**src/rtl/conv3x3_kernel_scheduler.sv**
```systemverilog
// Kernel-buffer select sequencer: waits for the kernel load, then sweeps every
// (filter, transfer) entry once per accepted window and tags the MAC stream.
module conv3x3_kernel_scheduler #(
    parameter  int MAX_DEPTH = 512,
    localparam int AW        = $clog2(MAX_DEPTH)
) (
    input  logic          i_clk,
    input  logic          i_reset_n,
    input  logic          i_load_param,
    input  logic [AW:0]   i_filters,
    input  logic [AW:0]   i_transfers,
    input  logic          i_kernel_last,
    input  logic          i_win_valid,
    output logic          o_win_ready,
    input  logic          i_ready,
    output logic          o_sel_valid,
    output logic [AW-1:0] o_sel,
    output logic          o_tag_valid,
    output logic          o_acc_first,
    output logic          o_acc_last,
    output logic [AW:0]   o_filter_idx,
    output logic          o_win_done,
    output logic          o_loaded
);

    typedef enum logic [1:0] {
        S_LOAD  = 2'd0,
        S_READY = 2'd1,
        S_SWEEP = 2'd2
    } state_t;

    localparam logic [AW:0] ONE = (AW+1)'(1);

    state_t        r_state;
    state_t        w_state_next;
    logic          w_accept;
    logic          w_issue;

    logic [AW:0]   r_filters;
    logic [AW:0]   r_transfers;
    logic [AW:0]   r_f;
    logic [AW:0]   r_t;
    logic [AW:0]   r_base;

    logic          r_sel_valid;
    logic [AW-1:0] r_sel;
    logic          r_sel_first;
    logic          r_sel_last;
    logic [AW:0]   r_sel_idx;
    logic          r_sel_done;

    logic          r_tag_valid;
    logic          r_tag_first;
    logic          r_tag_last;
    logic [AW:0]   r_tag_idx;
    logic          r_tag_done;

    logic          w_last_t;
    logic          w_last_f;
    logic          w_final;

    assign w_last_t = (r_t == r_transfers - ONE);
    assign w_last_f = (r_f == r_filters - ONE);
    assign w_final  = w_last_t && w_last_f;

    always_ff @(posedge i_clk or negedge i_reset_n) begin
        if (!i_reset_n) begin
            r_state <= S_LOAD;
        end else begin
            r_state <= w_state_next;
        end
    end

    always_comb begin
        w_state_next = r_state;
        w_accept     = 1'b0;
        w_issue      = 1'b0;
        if (i_load_param) begin
            w_state_next = S_LOAD;
        end else begin
            case (r_state)
                S_LOAD: begin
                    if (i_kernel_last) begin
                        w_state_next = S_READY;
                    end
                end
                S_READY: begin
                    if (i_win_valid) begin
                        w_accept     = 1'b1;
                        w_state_next = S_SWEEP;
                    end
                end
                S_SWEEP: begin
                    if (i_ready) begin
                        w_issue = 1'b1;
                        if (w_final) begin
                            w_state_next = S_READY;
                        end
                    end
                end
                default: w_state_next = S_LOAD;
            endcase
        end
    end

    // r_base tracks t*r_filters+f without a multiplier.
    always_ff @(posedge i_clk or negedge i_reset_n) begin
        if (!i_reset_n) begin
            r_filters   <= (AW+1)'(MAX_DEPTH);
            r_transfers <= ONE;
            r_f         <= '0;
            r_t         <= '0;
            r_base      <= '0;
            r_sel_valid <= 1'b0;
            r_sel       <= '0;
            r_sel_first <= 1'b0;
            r_sel_last  <= 1'b0;
            r_sel_idx   <= '0;
            r_sel_done  <= 1'b0;
        end else if (i_load_param) begin
            r_filters   <= (i_filters == '0) ? ONE : i_filters;
            r_transfers <= (i_transfers == '0) ? ONE : i_transfers;
            r_f         <= '0;
            r_t         <= '0;
            r_base      <= '0;
            r_sel_valid <= 1'b0;
            r_sel       <= '0;
            r_sel_first <= 1'b0;
            r_sel_last  <= 1'b0;
            r_sel_idx   <= '0;
            r_sel_done  <= 1'b0;
        end else begin
            if (w_accept) begin
                r_f    <= '0;
                r_t    <= '0;
                r_base <= '0;
            end else if (w_issue) begin
                if (w_last_t) begin
                    r_t    <= '0;
                    r_f    <= r_f + ONE;
                    r_base <= r_f + ONE;
                end else begin
                    r_t    <= r_t + ONE;
                    r_base <= r_base + r_filters;
                end
            end
            r_sel_valid <= w_issue;
            r_sel       <= w_issue ? r_base[AW-1:0] : '0;
            r_sel_first <= w_issue && (r_t == '0);
            r_sel_last  <= w_issue && w_last_t;
            r_sel_idx   <= w_issue ? r_f : '0;
            r_sel_done  <= w_issue && w_final;
        end
    end

    // Tag stage matches the kernel buffer's registered read latency.
    always_ff @(posedge i_clk or negedge i_reset_n) begin
        if (!i_reset_n) begin
            r_tag_valid <= 1'b0;
            r_tag_first <= 1'b0;
            r_tag_last  <= 1'b0;
            r_tag_idx   <= '0;
            r_tag_done  <= 1'b0;
        end else begin
            r_tag_valid <= r_sel_valid;
            r_tag_first <= r_sel_first;
            r_tag_last  <= r_sel_last;
            r_tag_idx   <= r_sel_idx;
            r_tag_done  <= r_sel_done;
        end
    end

    assign o_win_ready  = (r_state == S_READY);
    assign o_loaded     = (r_state != S_LOAD);
    assign o_sel_valid  = r_sel_valid;
    assign o_sel        = r_sel;
    assign o_tag_valid  = r_tag_valid;
    assign o_acc_first  = r_tag_first;
    assign o_acc_last   = r_tag_last;
    assign o_filter_idx = r_tag_idx;
    assign o_win_done   = r_tag_done;

endmodule

```
**config.mk**
```make
export PLATFORM = sky130hd
export DESIGN_NAME = conv3x3_kernel_scheduler
export DESIGN_NICKNAME = d
export VERILOG_FILES = /design/src/rtl/conv3x3_kernel_scheduler.sv
export SDC_FILE = /design/constraint.sdc
export NUM_CORES = 1
export LEC_CHECK = 0
export CAP_MARGIN = 20
export CORE_MARGIN = 2
export CORE_UTILIZATION = 51
export DETAILED_ROUTE_END_ITERATION = 6
export PLACE_DENSITY = 0.86
export SLEW_MARGIN = 15
export SYNTH_ARGS = -nofsm -noshare
export SYNTH_HDL_FRONTEND = slang
export SYNTH_SLANG_ARGS = --single-unit
export TNS_END_PERCENT = 20
```
**constraint.sdc**
```tcl
create_clock -name i_clk -period 2.2 [get_ports i_clk]
set_input_delay 0.33 -clock i_clk [delete_from_list [all_inputs] [get_ports i_clk]]
set_output_delay 0.33 -clock i_clk [all_outputs]
set_load 0.02 [all_outputs]
```
* Yosys cells after proc, flatten, opt, wreduce, memory -nomap -nowiden
Index checks and enable logic that the tools add are counted.
Storage, ports and cells: bits in registers 89, bits in latches 0, bits in writable memories 0, bits in read-only memories 0, input bits 26, output and inout bits 26, memories kept 0
Operators by class: $add $sub $neg 5, multiply operators 0, div/mod/pow operators 0, order comparisons 0, equality and inequality tests 8, shifts and indexed selects 0, muxes and demuxes 34, bitwise logic cells 0, reduce and logical (&&, ||, !) cells 13
Operator list (number):
- $mux 10 | 16
- $logic_not 10->1 | 3
- $add 10x1->10 const B | 2
- $eq 10x10->1 | 2
- $sub 10x1->10 const B | 2
- $mux 9 | 2
- $ne 3x3->1 const B | 4
- $add 10x10->10 | 1
- $mux 1 | 10
- $mux 2 | 5
- $pmux 2 s3 | 1
- $reduce_bool 3->1 | 2
- $logic_and 1x1->1 | 4
- $reduce_and 4->1 | 1
- $eq 2x1->1 const B | 1
- $eq 2x2->1 const B | 1
- $logic_not 2->1 | 1
- $reduce_and 2->1 | 1
- $reduce_bool 2->1 | 1

* Depth between registers and ports, before layout
Gate-level depths: netlist of run 1.
depth in word-level cells 7, mapped depth 10, mapped depth without buffers 9

* Worst setup path after synthesis of run 1
Ideal clock, no wire load.
kind register to register, start register r_transfers[3], end register r_t[7], library setup time 0.069 ns, arrival time 2.404 ns, data required time 2.131 ns, path slack -0.273 ns, cell stages (with the launch flop) 9, cells stage by stage dfrtp_1 buf_6 or4_4 o211a_1 a211o_1 and4_4 and2_4 or4_1 nand3_1
Between the ends: longest elaborated chain between the ends 6
RTL lines:
- from (decl) | RTL line 40 | logic [AW:0] r_transfers;
- from (signal assigned) | RTL line 122 | r_transfers <= (i_transfers == '0) ? ONE : i_transfers;
- $sub 10x1->10 | RTL line 62 | assign w_last_t = (r_t == r_transfers - ONE);
- $eq 10x10->1 | RTL line 62
- $mux 10 | RTL line 138 | if (w_last_t) begin
- $mux 10 | RTL line 137 | end else if (w_issue) begin
- $mux 10 | RTL line 133 | if (w_accept) begin
- $mux 10 | RTL line 120 | end else if (i_load_param) begin
- to (signal assigned) | RTL line 143 | r_t <= r_t + ONE;
- to (decl) | RTL line 42 | logic [AW:0] r_t;
No other way between the ends. The select of a mux whose other input is x is not followed. A chain may end at the register's enable or synchronous reset.

* Final worst setup path of run 1
start register r_transfers[0], end register r_f[0]
Between the ends: longest elaborated chain between the ends 4
RTL lines:
- $sub 10x1->10 | RTL line 62
- $eq 10x10->1 | RTL line 62
- $reduce_bool 3->1 (no source line)
- $reduce_and 2->1 (no source line)
- to (signal assigned) | RTL line 140 | r_f <= r_f + ONE;
- to (decl) | RTL line 41 | logic [AW:0] r_f;
No other way between the ends.

==> results of run 1 <==
[layer usage]
metal | global-route usage, % | share of wire [%] | vias to the layer above
li1 | - | - | 1887
met1 | 34.7 | 41 | 2069
met2 | 41.0 | 48 | 223
met3 | 2.88 | 8.0 | 37
met4 | 8.32 | 2.7 | 0
met5 | 0 | 0 | -
[metrics by stage]
| step | power [mW] | util, % | TNS [ns] | hold slack, ns |
|---|---|---|---|---|
| after floorplan | 2.05 | - | -1.16 | 0.0344 |
| after global routing | 3.93 | 71.0 | -9.06 | 0.365 |
| after global placement | 2.29 | 64.2 | -2.68 | 0.308 |
| after CTS | 3.73 | 68.6 | -2.68 | 0.348 |
| after detailed placement | 2.32 | 64.2 | -4.63 | 0.318 |
| final | 3.80 | 71.0 | -5.70 | 0.346 |
[report_power, final]
part	internal, mW	leakage (nW)	switching (mW)
Combinational	0.318	1.55	0.365
Clock	0.766	0.118	0.621
Sequential	1.67	1.18	0.0615
[placed cells by master, fill, tap and decap left out, types with 4 or more instances in the layout]
cell type	n
mux2_2	16
nand2_1	37
o211ai_1	4
o21ai_0	8
dfrtp_1	86
nor4_1	5
nand3_2	4
a31oi_1	4
nand4_1	6
a21oi_1	12
nor3_2	5
nor3_1	19
xnor2_1	20
a211o_1	6
or4_4	4
buf_4	59
inv_1	10
mux2i_1	4
nand2b_1	5
nand3_1	27
clkdlybuf4s50_1	50
and3_1	28
clkbuf_8	9
ha_1	11
nor2_1	17
xor2_1	14
a21o_1	5
or3_1	8
[critical path: cells and delay by family, from the launching register on]
| kind | cells | cell delay [ns] |
|---|---|---|
| simple gates | 3 | 0.60 |
| flops | 1 | 0.58 |
| compound gates | 2 | 0.37 |
| mux | 1 | 0.27 |
| fa+ha+maj | 1 | 0.26 |
| xor+xnor | 1 | 0.20 |
| buf+inv | 1 | 0.07 |
[path summary, 6_finish.rpt]
check	cells after the start	endpoint	start	slack, ns
worst max-delay path	9	r_f[0]$_DFFE_PN0P_	r_transfers[0]$_DFFE_PN1P_	-0.27
worst min-delay path	0	o_acc_last$_DFF_PN0_	r_sel_last$_DFF_PN0_	0.35
worst max register to register	9	r_f[0]$_DFFE_PN0P_	r_transfers[0]$_DFFE_PN1P_	-0.27
worst min register to register	0	o_acc_last$_DFF_PN0_	r_sel_last$_DFF_PN0_	0.35
max in group asynchronous	3	r_sel_last$_DFF_PN0_	i_reset_n	1.01
min in group asynchronous	2	r_transfers[3]$_DFFE_PN0P_	i_reset_n	0.45
[area by class of cell]
class | count | share of cell area [%]
Clock inverter | 7 | 2.01
Sequential cell | 88 | 35.4
Tap cell | 108 | 2.17
Inverter | 13 | 0.784
Clock buffer | 9 | 1.99
Multi-Input combinational cell | 340 | 41.6
Timing Repair Buffer | 113 | 16.0
[flip-flops by register name (all words and copies together), names as in the netlist, 2 cells and up]
| name | cells |
|---|---|
| r_sel_idx | 10 |
| r_filters | 10 |
| o_sel | 9 |
| r_transfers | 10 |
| r_t | 10 |
| r_state | 2 |
| r_f | 10 |
| o_filter_idx | 10 |
| r_base | 9 |
[repair_timing]
action	4_1_cts	5_1_grt
setup buffers	2	2
endpoints found under the hold margin	31	0
setup endpoints to repair	32	33
resized for setup	22	41
pin swaps	14	24
hold buffers	1	0
gates cloned	1	0
[synthesized netlist by cell type, types with 2 or more instances]
master | instances | area [um2]
a211o_1 | 6 | 52.6
a211oi_1 | 2 | 15.0
a21o_1 | 5 | 37.5
a21oi_1 | 15 | 75.1
a22o_1 | 2 | 17.5
a31oi_1 | 5 | 31.3
and3_1 | 30 | 188
buf_2 | 2 | 10.0
clkbuf_1 | 25 | 93.8
dfrtp_1 | 86 | 2150
dfstp_2 | 2 | 52.6
ha_1 | 13 | 163
inv_1 | 12 | 45.0
mux2_2 | 17 | 191
mux2i_1 | 4 | 40.0
nand2_1 | 39 | 146
nand2b_1 | 6 | 37.5
nand3_1 | 31 | 155
nand4_1 | 6 | 37.5
nand4b_1 | 3 | 26.3
nor2_1 | 20 | 75.1
nor2b_1 | 2 | 12.5
nor3_1 | 24 | 120
nor4_1 | 10 | 62.6
nor4b_1 | 2 | 17.5
o211ai_1 | 4 | 30.0
o21a_1 | 3 | 22.5
o21ai_0 | 10 | 50.1
o21bai_1 | 2 | 15.0
o311ai_0 | 2 | 17.5
o31ai_1 | 3 | 22.5
o41ai_1 | 2 | 17.5
or2_2 | 2 | 12.5
or3_1 | 10 | 62.6
or3b_2 | 2 | 17.5
or4_1 | 5 | 37.5
xnor2_1 | 22 | 193
xor2_1 | 14 | 123
[cells by family (layout without fill, tap and decap cells)]
kind of cell / after synthesis / after routing
multiplexers: 21 / 21
XOR/XNOR: 36 / 36
adder cells (fa/ha/maj): 14 / 14
buffers and inverters: 42 / 142
AO/OA/AOI/OAI: 69 / 69
flip-flops: 88 / 88
AND/OR/NAND/NOR: 199 / 200
==> results.sh, run 1 <==
export IMPL_outcome="finished, violations left"
export IMPL_violations="negative setup slack"
export IMPL_rsz0062_at_grt="true"
export IMPL_syn_area_per_cell_um2=9.92
export IMPL_root_buffer="clkbuf_8"
export IMPL_clkSinkCount=88
export IMPL_grt_max_degree=36
export IMPL_cts_tree="done"
export IMPL_grt_total_usage_pct=24.9
export IMPL_routedWlPerCell_um=19.0
export IMPL_nets=605
export IMPL_synth_compound_area_share_pct=10.2
export IMPL_synthCells=469
export IMPL_cts_made_buffers=9
export IMPL_cpMostUsedCell="and3_4"
export IMPL_cap_violations=0
export IMPL_dp_cells=656
export IMPL_synthMuxAreaShare_pct=4.98
export IMPL_grt_antenna_before_repair=0
export IMPL_rows=34
export IMPL_p_per_area_mw_per_mm2=610
export IMPL_gp_congestion=0.940
export IMPL_die_height_um=99.5
export IMPL_die_area_mm2=0.00990
export IMPL_first_pass_iters=5
export IMPL_syn_nets=509
export IMPL_vias_per_cell=6.22
export IMPL_syn_to_final_growth_pct=33.8
export IMPL_worstPathArrival_ns=2.71
export IMPL_wirelength_mm=12.9
export IMPL_synth_top_flop_cell="dfrtp_1"
export IMPL_synth_simple_area_share_pct=23.1
export IMPL_cp_slowest_cell="dfstp_2"
export IMPL_ir_drop_v=0.000409
export IMPL_yosys_area_share_adder_pct=3.93
export IMPL_placed_cell_area_mm2=0.00563
export IMPL_synth_xor_area_share_pct=6.78
export IMPL_clk_pin_slew_worst_paths_ns=0.10
export IMPL_hold_violations=0
export IMPL_synth_edf_count=0
export IMPL_fmax_ghz=0.405
export IMPL_die_w_um=99.5
export IMPL_grt_pass1_wl_mm=19.4
export IMPL_core_area_mm2=0.00876
export IMPL_start_util_pct=53.1
export IMPL_htreeDepth=3
export IMPL_crit_path_max_incr_delay_ns=0.58
export IMPL_power_leakage_nw=2.85
export IMPL_fin_cells=678
export IMPL_worst_setup_path_end_kind="flip-flop"
export IMPL_period_minus_slack_ns=2.47
export IMPL_cp_required_ns=2.44
export IMPL_skew_ns=0.0150
export IMPL_drtAntennaViolNets=0
export IMPL_final_cell_area_mm2=0.00622
export IMPL_worstMarginPinSlew_ns=1.10
export IMPL_yosys_warnings=0
export IMPL_hpwl_mm=8.31
export IMPL_synth_seq_cells=88
export IMPL_insertion_delay_ns=0.37
export IMPL_vias=4216
export IMPL_place_ws_ns=-0.249
export IMPL_fin_crit_sh_pct=112
export IMPL_fillers=612
export IMPL_critical_path_class="reg -> reg"
export IMPL_drc=0
export IMPL_grt_pass1_vias=3945
export IMPL_drt_first_iter_violations=438
export IMPL_synth_top_family_by_area="simple AND/OR/NAND/NOR gates"
export IMPL_synth_cell_area_mm2=0.00465
export IMPL_setup_viol=33
export IMPL_path_max_fanout=6
export IMPL_crit_path_cell_trace="inv_2, ha_4, xor2_1, nand2_1, a211oi_2, and3_4, and3_4, a21oi_4, mux2_4"
export IMPL_cts_max_path_buffers=2
export IMPL_hold_class="reg -> reg"
export IMPL_seq_area_mm2=0.00220
export IMPL_io_pins=52
export IMPL_antenna_cells=0
export IMPL_drive_above_1_share_pct=27.2
export IMPL_slew_viol_final=0
export IMPL_relSlewSlack_pct=26.4
export IMPL_synthArstFlopShare_pct=100
export IMPL_synth_cell_type_count=57
export IMPL_fin_ws_ns=-0.271
export IMPL_io_buffers=51
export IMPL_multi_input_area_mm2=0.00259
export IMPL_globalRoute_totalOverflow=0
export IMPL_worstSetupStartpointType="flip-flop"
export IMPL_ys_seq_area_share_pct=47.4
(Power assumes the default switching activity.)
==> inputs of run 2 (changes only) <==
--- a/config.mk
+++ b/config.mk
@@ -5,12 +5,11 @@
 export SDC_FILE = /design/constraint.sdc
 export NUM_CORES = 1
 export LEC_CHECK = 0
-export CAP_MARGIN = 20
 export CORE_MARGIN = 2
 export CORE_UTILIZATION = 51
 export DETAILED_ROUTE_END_ITERATION = 6
 export PLACE_DENSITY = 0.86
-export SLEW_MARGIN = 15
+export SLEW_MARGIN = 20
 export SYNTH_ARGS = -nofsm -noshare
 export SYNTH_HDL_FRONTEND = slang
 export SYNTH_SLANG_ARGS = --single-unit
==> results of run 2 <==
Same layout as run 1: the final DEF is identical, and so are final timing and power.
==> inputs of run 3 (changes only) <==
--- a/config.mk
+++ b/config.mk
@@ -8,6 +8,7 @@
 export CORE_MARGIN = 2
 export CORE_UTILIZATION = 51
 export DETAILED_ROUTE_END_ITERATION = 6
+export GPL_TIMING_DRIVEN = 0
 export PLACE_DENSITY = 0.86
 export SLEW_MARGIN = 20
 export SYNTH_ARGS = -nofsm -noshare
==> constraint.sdc (replaced) <==
create_clock -name i_clk -period 2.2 [get_ports i_clk]
set_input_delay 0.22 -clock i_clk [delete_from_list [all_inputs] [get_ports i_clk]]
set_output_delay 0.22 -clock i_clk [all_outputs]
set_load 0.02 [all_outputs]
==> results.sh, run 3 (synthesis gave the netlist of run 1 again) <==
export IMPL_critical_path_class="reg -> reg"
export IMPL_drt_first_iter_violations=255
export IMPL_fillers=631
export IMPL_worstPathArrival_ns=2.77
export IMPL_clk_pin_slew_worst_paths_ns=0.09
export IMPL_drive_above_1_share_pct=21.2
export IMPL_p_per_area_mw_per_mm2=587
export IMPL_fin_crit_sh_pct=113
export IMPL_fmax_ghz=0.402
export IMPL_final_cell_mix="80 x dfrtp_1, 50 x clkdlybuf4s50_1, 38 x nand2_1, 29 x nand3_1, 27 x and3_1"
export IMPL_period_minus_slack_ns=2.49
export IMPL_grt_antenna_before_repair=0
export IMPL_place_ws_ns=-0.487
export IMPL_cts_tree="done"
export IMPL_slew_viol_final=0
export IMPL_worstHoldStart="r_sel_idx[3]$_DFF_PN0_"
export IMPL_gp_congestion=0.955
export IMPL_hold_class="reg -> reg"
export IMPL_io_buffers=51
export IMPL_clkSinkCount=88
export IMPL_hpwl_mm=8.12
export IMPL_insertion_delay_ns=0.36
export IMPL_die_height_um=99.5
export IMPL_wirelength_mm=12.3
export IMPL_nets=592
export IMPL_path_max_fanout=6
export IMPL_htreeDepth=3
export IMPL_relSlewSlack_pct=60.1
export IMPL_skew_ns=0.0113
export IMPL_worstSetupStartpointType="flip-flop"
export IMPL_grt_pass1_vias=4029
export IMPL_power_leakage_nw=2.67
export IMPL_drc=0
export IMPL_grt_pass1_wl_mm=19.5
export IMPL_worst_setup_path_end_kind="flip-flop"
export IMPL_outcome="finished, violations left"
export IMPL_fin_ws_ns=-0.289
export IMPL_final_cell_area_mm2=0.00598
export IMPL_violations="negative setup slack"
export IMPL_cap_violations=0
export IMPL_ir_drop_v=0.000428
export IMPL_die_area_mm2=0.00990
export IMPL_timing_rr_start="r_filters[0]$_DFFE_PN0P_"
export IMPL_final_common_cell="dfrtp_1"
export IMPL_core_area_mm2=0.00876
export IMPL_root_buffer="clkbuf_8"
export IMPL_worstMarginPinSlew_ns=0.599
export IMPL_worst_r2r_path_depth=10
export IMPL_rrSetupSlack_ns=-0.29
export IMPL_rsz0062_at_grt="true"
export IMPL_multi_input_area_mm2=0.00253
export IMPL_start_util_pct=53.1
export IMPL_io_pins=52
export IMPL_cts_max_path_buffers=2
export IMPL_rows=34
export IMPL_seq_area_mm2=0.00221
export IMPL_hold_violations=0
export IMPL_drtAntennaViolNets=0
export IMPL_setup_viol=32
export IMPL_hold_path_depth=0
export IMPL_routedWlPerCell_um=18.5
export IMPL_placed_cell_area_mm2=0.00534
export IMPL_first_pass_iters=6
export IMPL_grt_max_degree=47
export IMPL_worstHoldEndpoint="o_filter_idx[3]$_DFF_PN0_"
export IMPL_vias_per_cell=6.26
export IMPL_cp_required_ns=2.48
export IMPL_grt_total_usage_pct=24.9
export IMPL_die_w_um=99.5
export IMPL_antenna_cells=0
export IMPL_holdWs_ns=0.352
export IMPL_cts_made_buffers=9
export IMPL_vias=4162
export IMPL_p_total_mw=3.51
export IMPL_reg2reg_to="r_state[0]$_DFFE_PN0P_"
export IMPL_globalRoute_totalOverflow=0
export IMPL_syn_to_final_growth_pct=28.5
==> run 3: layout make-up <==
type	instances	area share (%)
plain buffers	29	2.68
multi-input cells	339	42.3
well taps	108	2.26
repair buffers	72	11.5
inverters	13	0.817
clock inverters	6	1.13
clock buffers	10	2.30
flip-flops and latches	88	37.0
==> run 3: timing repair <==
action                                 4_1_cts  5_1_grt
hold buffers                                 1        0
pin swaps                                   26       10
setup endpoints to repair                   33       33
cloned                                       1        1
resized for setup                           48       20
buffers inserted                            14        3
endpoints found under the hold margin       40        0
==> run 3: how the worst max path moves through the flow <==
stage                                           end  slack [ns]                  startpoint  cells after the start
after floorplan               r_base[4]$_DFFE_PN0P_       -0.11  r_transfers[4]$_DFFE_PN0P_                      8
after global placement    o_filter_idx[7]$_DFF_PN0_       -2.12                   i_reset_n                      1
after detailed placement     r_state[1]$_DFFE_PN0P_       -0.49    r_filters[1]$_DFFE_PN0P_                      9
after CTS                    r_state[1]$_DFFE_PN0P_       -0.26    r_filters[0]$_DFFE_PN0P_                     10
after global routing         r_state[0]$_DFFE_PN0P_       -0.41    r_filters[4]$_DFFE_PN0P_                      9
final                        r_state[0]$_DFFE_PN0P_       -0.29    r_filters[0]$_DFFE_PN0P_                     10
==> run 3: metal layers <==
layer / GRT usage, % / wire length (um) / up-vias
met4: 13.9 / 427 / 0
met3: 4.22 / 969 / 45
li1: - / - / 1863
met2: 38.7 / 5790 / 263
met1: 33.3 / 5090 / 1991
met5: 0 / 0 / -
==> run 3: report_power, final <==
part | total [mW] | leakage, nW | switching, mW | internal, mW
clock | 1.16 | 0.0989 | 0.596 | 0.560
combinational | 0.605 | 1.40 | 0.332 | 0.273
sequential | 1.74 | 1.17 | 0.0755 | 1.67
total | 3.51 | 2.67 | 1.00 | 2.50
==> run 3: stage by stage <==
| step | cells | TNS [ns] | utilization, % |
|---|---|---|---|
| after floorplan | 469 | -1.16 | - |
| after global placement | 628 | -193.71 | 60.7 |
| after detailed placement | 629 | -11.44 | 60.9 |
| after CTS | 661 | -2.17 | 67.0 |
| after global routing | 665 | -7.27 | 68.2 |
| final | 665 | -4.50 | 68.2 |
==> run 3: worst max-delay path, cell delays in order (launching register included) <==
cell       delay, ns
dfrtp_2         0.46
inv_2           0.06
ha_4            0.15
clkbuf_8        0.12
buf_4           0.16
xor2_1          0.13
or4_1           0.46
a2111oi_4       0.47
buf_4           0.18
a41oi_2         0.08
nor2_1          0.14
